## src/rtl/uart_pkg.sv

```systemverilog
// Shared UART definitions: receiver state encoding and bit-timing derivation.
// The PARITY state exists only when UART_RX_PARITY_EN is defined.
package uart_pkg;

`ifdef UART_RX_PARITY_EN
    typedef enum logic [2:0] {
        RX_IDLE      = 3'd0,
        RX_START     = 3'd1,
        RX_DATA      = 3'd2,
        RX_PARITY    = 3'd3,
        RX_STOP      = 3'd4,
        RX_WAIT_IDLE = 3'd5
    } rx_state_e;
`else
    typedef enum logic [2:0] {
        RX_IDLE      = 3'd0,
        RX_START     = 3'd1,
        RX_DATA      = 3'd2,
        RX_STOP      = 3'd4,
        RX_WAIT_IDLE = 3'd5
    } rx_state_e;
`endif

    function automatic int unsigned cycles_per_bit(input int unsigned clk_freq,
                                                   input int unsigned baud_rate);
        return clk_freq / baud_rate;
    endfunction

    function automatic int unsigned half_bit(input int unsigned cpb);
        return cpb / 32'd2;
    endfunction

    // Even-parity bit of a zero-extended vector (XOR of all bits).
    function automatic logic parity_of(input logic [63:0] bits);
        return ^bits;
    endfunction

endpackage

```

## src/rtl/uart_rx_sync.sv

```systemverilog
// Two-flop synchronizer for an asynchronous serial input; both cells reset to
// RESET_VAL so an idle-high line does not look like a falling edge out of reset.
module uart_rx_sync #(
    parameter logic RESET_VAL = 1'b1
) (
    input  logic clk,
    input  logic rst_n,
    input  logic d_i,
    output logic q_o
);

    logic meta_q;
    logic sync_q;

    // Two-stage metastability filter.
    always_ff @(posedge clk or negedge rst_n) begin
        if (!rst_n) begin
            meta_q <= RESET_VAL;
            sync_q <= RESET_VAL;
        end else begin
            meta_q <= d_i;
            sync_q <= meta_q;
        end
    end

    assign q_o = sync_q;

endmodule

```

## src/rtl/uart_byte_receiver.sv

```systemverilog
// UART byte receiver: mid-bit sampling of start/data/stop, registered strobes.
// Define UART_RX_PARITY_EN to expect an even-parity bit after the data bits.
module uart_byte_receiver
    import uart_pkg::*;
#(
    parameter int unsigned CLK_FREQ     = 50_000_000,
    parameter int unsigned BAUD_RATE    = 115_200,
    parameter int unsigned PAYLOAD_BITS = 8
) (
    input  logic                    clk,
    input  logic                    rst,
    input  logic                    uart_rxd,
    output logic [PAYLOAD_BITS-1:0] uart_rx_data,
    output logic                    uart_rx_valid,
    output logic                    uart_rx_frame_err,
    output logic                    uart_rx_busy
);

    localparam int unsigned CPB   = cycles_per_bit(CLK_FREQ, BAUD_RATE);
    localparam int unsigned HALF  = half_bit(CPB);
    localparam int          CNT_W = $clog2(CPB + 1);
    localparam int          IDX_W = (PAYLOAD_BITS > 1) ? $clog2(PAYLOAD_BITS) : 1;

    localparam logic [CNT_W-1:0] CPB_LAST  = CNT_W'(CPB - 1);
    localparam logic [CNT_W-1:0] HALF_LAST = CNT_W'(HALF - 1);
    localparam logic [IDX_W-1:0] IDX_LAST  = IDX_W'(PAYLOAD_BITS - 1);

    logic                    rxd_s;
    logic                    bit_tick_s;
    logic                    half_tick_s;
    logic                    stop_ok_s;

    rx_state_e               state_q, state_d;
    logic [CNT_W-1:0]        cnt_q, cnt_d;
    logic [IDX_W-1:0]        idx_q, idx_d;
    logic [PAYLOAD_BITS-1:0] shift_q, shift_d;
    logic [PAYLOAD_BITS-1:0] data_q, data_d;
    logic                    valid_q, valid_d;
    logic                    ferr_q, ferr_d;
    logic                    busy_q, busy_d;
    logic                    prev_q, prev_d;
`ifdef UART_RX_PARITY_EN
    logic                    par_err_q, par_err_d;
`endif

    uart_rx_sync #(
        .RESET_VAL (1'b1)
    ) u_sync (
        .clk   (clk),
        .rst_n (rst),
        .d_i   (uart_rxd),
        .q_o   (rxd_s)
    );

    assign bit_tick_s  = (cnt_q == CPB_LAST);
    assign half_tick_s = (cnt_q == HALF_LAST);
`ifdef UART_RX_PARITY_EN
    assign stop_ok_s   = rxd_s & ~par_err_q;
`else
    assign stop_ok_s   = rxd_s;
`endif

    // Next-state, datapath and strobe computation.
    always_comb begin
        state_d = state_q;
        cnt_d   = cnt_q + CNT_W'(1);
        idx_d   = idx_q;
        shift_d = shift_q;
        data_d  = data_q;
        valid_d = 1'b0;
        ferr_d  = 1'b0;
        prev_d  = rxd_s;
`ifdef UART_RX_PARITY_EN
        par_err_d = par_err_q;
`endif
        case (state_q)
            RX_IDLE: begin
                cnt_d = '0;
                if (prev_q && !rxd_s) begin
                    state_d = RX_START;
`ifdef UART_RX_PARITY_EN
                    par_err_d = 1'b0;
`endif
                end else begin
                    state_d = RX_IDLE;
                end
            end
            RX_START: begin
                if (half_tick_s) begin
                    cnt_d = '0;
                    idx_d = '0;
                    // A line that is high again at mid-start was only a glitch.
                    if (!rxd_s) begin
                        state_d = RX_DATA;
                    end else begin
                        state_d = RX_IDLE;
                    end
                end else begin
                    state_d = RX_START;
                end
            end
            RX_DATA: begin
                if (bit_tick_s) begin
                    cnt_d   = '0;
                    shift_d = {rxd_s, shift_q[PAYLOAD_BITS-1:1]};
                    if (idx_q == IDX_LAST) begin
                        idx_d = '0;
`ifdef UART_RX_PARITY_EN
                        state_d = RX_PARITY;
`else
                        state_d = RX_STOP;
`endif
                    end else begin
                        idx_d = idx_q + IDX_W'(1);
                    end
                end else begin
                    state_d = RX_DATA;
                end
            end
`ifdef UART_RX_PARITY_EN
            RX_PARITY: begin
                if (bit_tick_s) begin
                    cnt_d     = '0;
                    par_err_d = parity_of(64'(shift_q)) ^ rxd_s;
                    state_d   = RX_STOP;
                end else begin
                    state_d = RX_PARITY;
                end
            end
`endif
            RX_STOP: begin
                if (bit_tick_s) begin
                    cnt_d = '0;
                    if (stop_ok_s) begin
                        data_d  = shift_q;
                        valid_d = 1'b1;
                        state_d = RX_IDLE;
                    end else begin
                        ferr_d = 1'b1;
                        // A low stop bit may be a break; wait for the line to rise.
                        if (rxd_s) begin
                            state_d = RX_IDLE;
                        end else begin
                            state_d = RX_WAIT_IDLE;
                        end
                    end
                end else begin
                    state_d = RX_STOP;
                end
            end
            RX_WAIT_IDLE: begin
                cnt_d = '0;
                if (rxd_s) begin
                    state_d = RX_IDLE;
                end else begin
                    state_d = RX_WAIT_IDLE;
                end
            end
            default: begin
                state_d = RX_IDLE;
                cnt_d   = '0;
                idx_d   = '0;
            end
        endcase
        busy_d = (state_d != RX_IDLE);
    end

    // State and output registers.
    always_ff @(posedge clk or negedge rst) begin
        if (!rst) begin
            state_q <= RX_IDLE;
            cnt_q   <= '0;
            idx_q   <= '0;
            shift_q <= '0;
            data_q  <= '0;
            valid_q <= 1'b0;
            ferr_q  <= 1'b0;
            busy_q  <= 1'b0;
            prev_q  <= 1'b1;
`ifdef UART_RX_PARITY_EN
            par_err_q <= 1'b0;
`endif
        end else begin
            state_q <= state_d;
            cnt_q   <= cnt_d;
            idx_q   <= idx_d;
            shift_q <= shift_d;
            data_q  <= data_d;
            valid_q <= valid_d;
            ferr_q  <= ferr_d;
            busy_q  <= busy_d;
            prev_q  <= prev_d;
`ifdef UART_RX_PARITY_EN
            par_err_q <= par_err_d;
`endif
        end
    end

    assign uart_rx_data      = data_q;
    assign uart_rx_valid     = valid_q;
    assign uart_rx_frame_err = ferr_q;
    assign uart_rx_busy      = busy_q;

endmodule

```

## config.mk

```make
export PLATFORM = sky130hd
export DESIGN_NAME = uart_byte_receiver
export DESIGN_NICKNAME = d
export VERILOG_FILES = /design/src/rtl/uart_pkg.sv /design/src/rtl/uart_rx_sync.sv /design/src/rtl/uart_byte_receiver.sv
export SDC_FILE = /design/constraint.sdc
export NUM_CORES = 1
export LEC_CHECK = 0
export ABC_AREA = 0
export CAP_MARGIN = 20
export CORE_MARGIN = 3
export CORE_UTILIZATION = 50
export DETAILED_ROUTE_END_ITERATION = 16
export HOLD_SLACK_MARGIN = 0.12
export PLACE_DENSITY = 0.7
export SYNTH_ARGS = -nofsm -noshare
export SYNTH_HDL_FRONTEND = slang
export SYNTH_SLANG_ARGS = --single-unit
```

## constraint.sdc

```tcl
create_clock -name clk -period 1.8 [get_ports clk]
set_input_delay 0.36 -clock clk [delete_from_list [all_inputs] [get_ports clk]]
set_output_delay 0.36 -clock clk [all_outputs]
set_load 0.005 [all_outputs]
```

==> flow_metrics.py <==
metrics = {
    "grt": {
        "antenna_found_initial": 0,
        "grtUsageTotal_pct": 15.9,
        "grt_max_degree": 21,
        "grt_pass1_vias": 1075,
        "grt_pass1_wl_mm": 5.02,
        "overflow": 0,
    },
    "cells_and_area": {
        "nets": 162,
        "areaGrowthSynthToFinish_pct": 17.7,
        "n_antenna_cell": 0,
        "fin_util_pct": 63.1,
        "final_layout_size_suffix_gt1_share_pct": 30.3,
        "fillers": 255,
        "final_area_um2": 1970,
    },
    "setup_path": {
        "critPathLaunchType": "flip-flop",
        "r2r_cells": 6,
        "setup.worst_path.end_class": "flip-flop",
        "r2r_slack_ns": 0.07,
        "cp.arrival_ns": 1.97,
        "worstSetupPathType": "reg -> reg",
        "cp_max_fo": 3,
        "r2r_start": "cnt_q[0]$_DFF_PN0_",
        "crit_required_ns": 2.04,
        "rr_endpoint": "idx_q[0]$_DFFE_PN0P_",
    },
    "hold_path": {
        "hp-start": "u_sync.meta_q$_DFF_PN1_",
        "min_path_type": "reg -> reg",
        "hold_path_end": "u_sync.q_o$_DFF_PN1_",
        "holdPathStages": 0,
    },
    "placed_design": {
        "dp_slack_ns": 0.0696,
        "gp_congestion": 0.762,
        "place_area_um2": 1870,
        "hpwl_mm": 1.98,
        "io_buffers": 13,
    },
    "logic_synthesis": {
        "yosysUniqueCellTypes": 36,
        "yosysWarnings": 0,
        "yosys.area.top_type": "dfrtp_1",
        "synth-compound-area-share_pct": 5.00,
        "synth_fa_ha_area_share_pct": 3.73,
        "synth_enable_flop_cells": 0,
        "synth_top_family_by_area": "simple AND/OR/NAND/NOR gates",
        "synthSimpleGateAreaFrac_pct": 17.7,
        "synth_cells": 133,
        "ys_async_sr_fraction_pct": 100,
        "post-synth-top-count-cell": "dfrtp_1",
        "syn_area_um2": 1680,
        "synth_seq_area_share_pct": 55.4,
        "synth_commonest_cells": "dfrtp_1 (34), mux2_2 (16), nor2_1 (15)",
        "synthTopCellsByArea": "dfrtp_1 (51%), mux2_2 (11%), dfstp_2 (4.7%)",
        "yosys-mux-area-fraction_pct": 11.3,
        "synth_top_area_share_pct": 50.7,
        "synthXorXnorAreaFrac_pct": 4.18,
        "syn-num-nets": 141,
        "ys_ff_latch": 37,
        "syn_avg_cell_area_um2": 12.6,
        "ys.flop_type": "dfrtp_1",
    },
    "timing": {
        "min_period_ns": 1.73,
        "setup_viol": 0,
        "tightest_slew_ns": 0.430,
        "fin_ws_ns": 0.0675,
        "slew_violations": 0,
        "timing.hold.ws_ns": 0.364,
        "rsz0062_at_grt": "no",
        "hold_viol": 0,
        "fin_crit_sh_pct": 96.3,
        "clock_skew_ns": 0.0136,
        "relSlewSlack_pct": 71.4,
        "tns_ns": 0,
        "fmax_ghz": 0.577,
    },
    "pwr": {
        "p_sw_share_pct": 25.4,
        "clkPwrFrac_pct": 33.7,
        "power_frac_comb_pct": 14.0,
        "power.density_nw_per_um2": 912,
        "p_switching_mw": 0.457,
        "irDropWorstVdd_mv": 0.721,
        "p_leak_nw": 0.954,
        "pwr-share-seq_pct": 52.3,
        "intPower_mw": 1.34,
    },
    "clock_network": {
        "clk_pin_slew_ns": 0.11,
        "cts_tree": "done",
        "clock_latency_ns": 0.34,
        "numCtsBuffers": 5,
        "clock_sinks": 37,
        "clock_path_buffers": 2,
        "cts_root_buf": "clkbuf_4",
        "htreeDepth": 2,
        "cts-resized-gates": 0,
    },
    "detailed_routing": {
        "drt_iter0_drc": 42,
        "drt_wl_total_mm": 2.80,
        "post_drt_wl_per_cell_um": 14.0,
        "antenna_left": 0,
        "dr_total_vias": 1048,
        "viasPerCell": 5.27,
        "route.detailed.drc": 0,
        "first_pass_iters": 3,
    },
    "outcome": {
        "status": "finished, final reports clean",
    },
    "die": {
        "fp.dieH_um": 63.9,
        "fp-row-count": 20,
        "initial_core_util_pct": 53.6,
        "coreArea_um2": 3130,
        "die_w_um": 63.9,
        "pin_count": 14,
        "dieArea_um2": 4090,
    },
    "run": {
        "max_cap_violations": 0,
    },
}
[kinds of logic after synthesis]
logic type,count (synthesis)
buffers and inverters,9
AO/OA/AOI/OAI,11
XOR/XNOR,8
flip-flops,37
adder cells (fa/ha/maj),5
multiplexers,17
AND/OR/NAND/NOR,46
[placed cells by master (no fill, tap or decap), types with 2 or more instances in the layout]
| master | n |
|---|---|
| buf_4 | 3 |
| nor2_1 | 15 |
| ha_1 | 5 |
| xnor2_1 | 5 |
| clkdlybuf4s50_1 | 12 |
| inv_1 | 5 |
| a22o_1 | 2 |
| xor2_1 | 3 |
| nor2b_1 | 3 |
| and3_1 | 4 |
| nand2_1 | 6 |
| mux2_2 | 16 |
| nand4_1 | 2 |
| a31oi_1 | 2 |
| nand3_1 | 2 |
| o21ai_0 | 2 |
| and3_2 | 3 |
| dfstp_2 | 3 |
| clkbuf_4 | 5 |
| dfrtp_1 | 34 |
| or3b_2 | 2 |
[worst max-delay path by stage]
stage / end / startpoint / cells past startpoint / slack, ns
floorplan: uart_rx_data[0]$_DFFE_PN0P_ / cnt_q[0]$_DFF_PN0_ / 6 / 0.18
global placement: idx_q[0]$_DFFE_PN0P_ / cnt_q[0]$_DFF_PN0_ / 6 / 0.13
detailed placement: idx_q[0]$_DFFE_PN0P_ / cnt_q[0]$_DFF_PN0_ / 6 / 0.07
CTS: idx_q[0]$_DFFE_PN0P_ / cnt_q[0]$_DFF_PN0_ / 6 / 0.03
global route: idx_q[0]$_DFFE_PN0P_ / cnt_q[0]$_DFF_PN0_ / 6 / 0.003
finish: idx_q[0]$_DFFE_PN0P_ / cnt_q[0]$_DFF_PN0_ / 6 / 0.07
[sequential cells by signal (all words and copies together), names as in the netlist]
signal / flops
uart_rx_frame_err: 1
state_q: 3
u_sync.q_o: 1
idx_q: 3
cnt_q: 9
prev_q: 1
shift_q: 8
u_sync.meta_q: 1
uart_rx_busy: 1
uart_rx_data: 8
uart_rx_valid: 1
[cell type report]
class | count | area, µm² | share of cell area, %
multi-input combinational | 87 | 704 | 35.7
inverter | 5 | 18.8 | 0.951
tap | 44 | 55.1 | 2.79
clock inverter | 2 | 37.5 | 1.90
sequential | 37 | 930 | 47.1
timing repair buffer | 18 | 178 | 9.00
clock buffer | 6 | 51.3 | 2.60
[through the flow]
stage,total power [mW],cells
6_report,1.80,199
5_1_grt,1.91,199
4_1_cts,1.81,198
3_5_place_dp,1.20,189
3_3_place_gp,1.18,189
2_1_floorplan,1.10,133
[power by group through the flow]
stage               Sequential (mW)  Combinational, mW  Clock (mW)
global route                  0.953              0.286       0.674
floorplan                     0.958              0.140           0
global placement              0.959              0.225           0
finish                        0.941              0.252       0.607
detailed placement            0.964              0.231           0
CTS                           0.948              0.235       0.628
[routing by layer]
metal | global-route usage, % | vias up | part of all wire, %
met5 | 0 | - | 0
met3 | 5.45 | 4 | 3.3
met2 | 25.2 | 15 | 48
met4 | 4.85 | 0 | 1.1
met1 | 20.6 | 525 | 48
li1 | - | 504 | -
[what timing repair did]
item | in CTS | in global routing
setup buffers | 0 | 1
hold endpoints to repair | 14 | 0
setup endpoints to repair | 0 | 2
hold buffers | 1 | 0
[worst max-delay path, stage by stage, from the launching register on]
cell and delay (ns):
dfrtp_1 0.41, inv_1 0.07, ha_1 0.13, and4bb_2 0.22, a31oi_1 0.16, a211o_2 0.37
mux2_2 0.27
(Power assumes the default switching activity.)
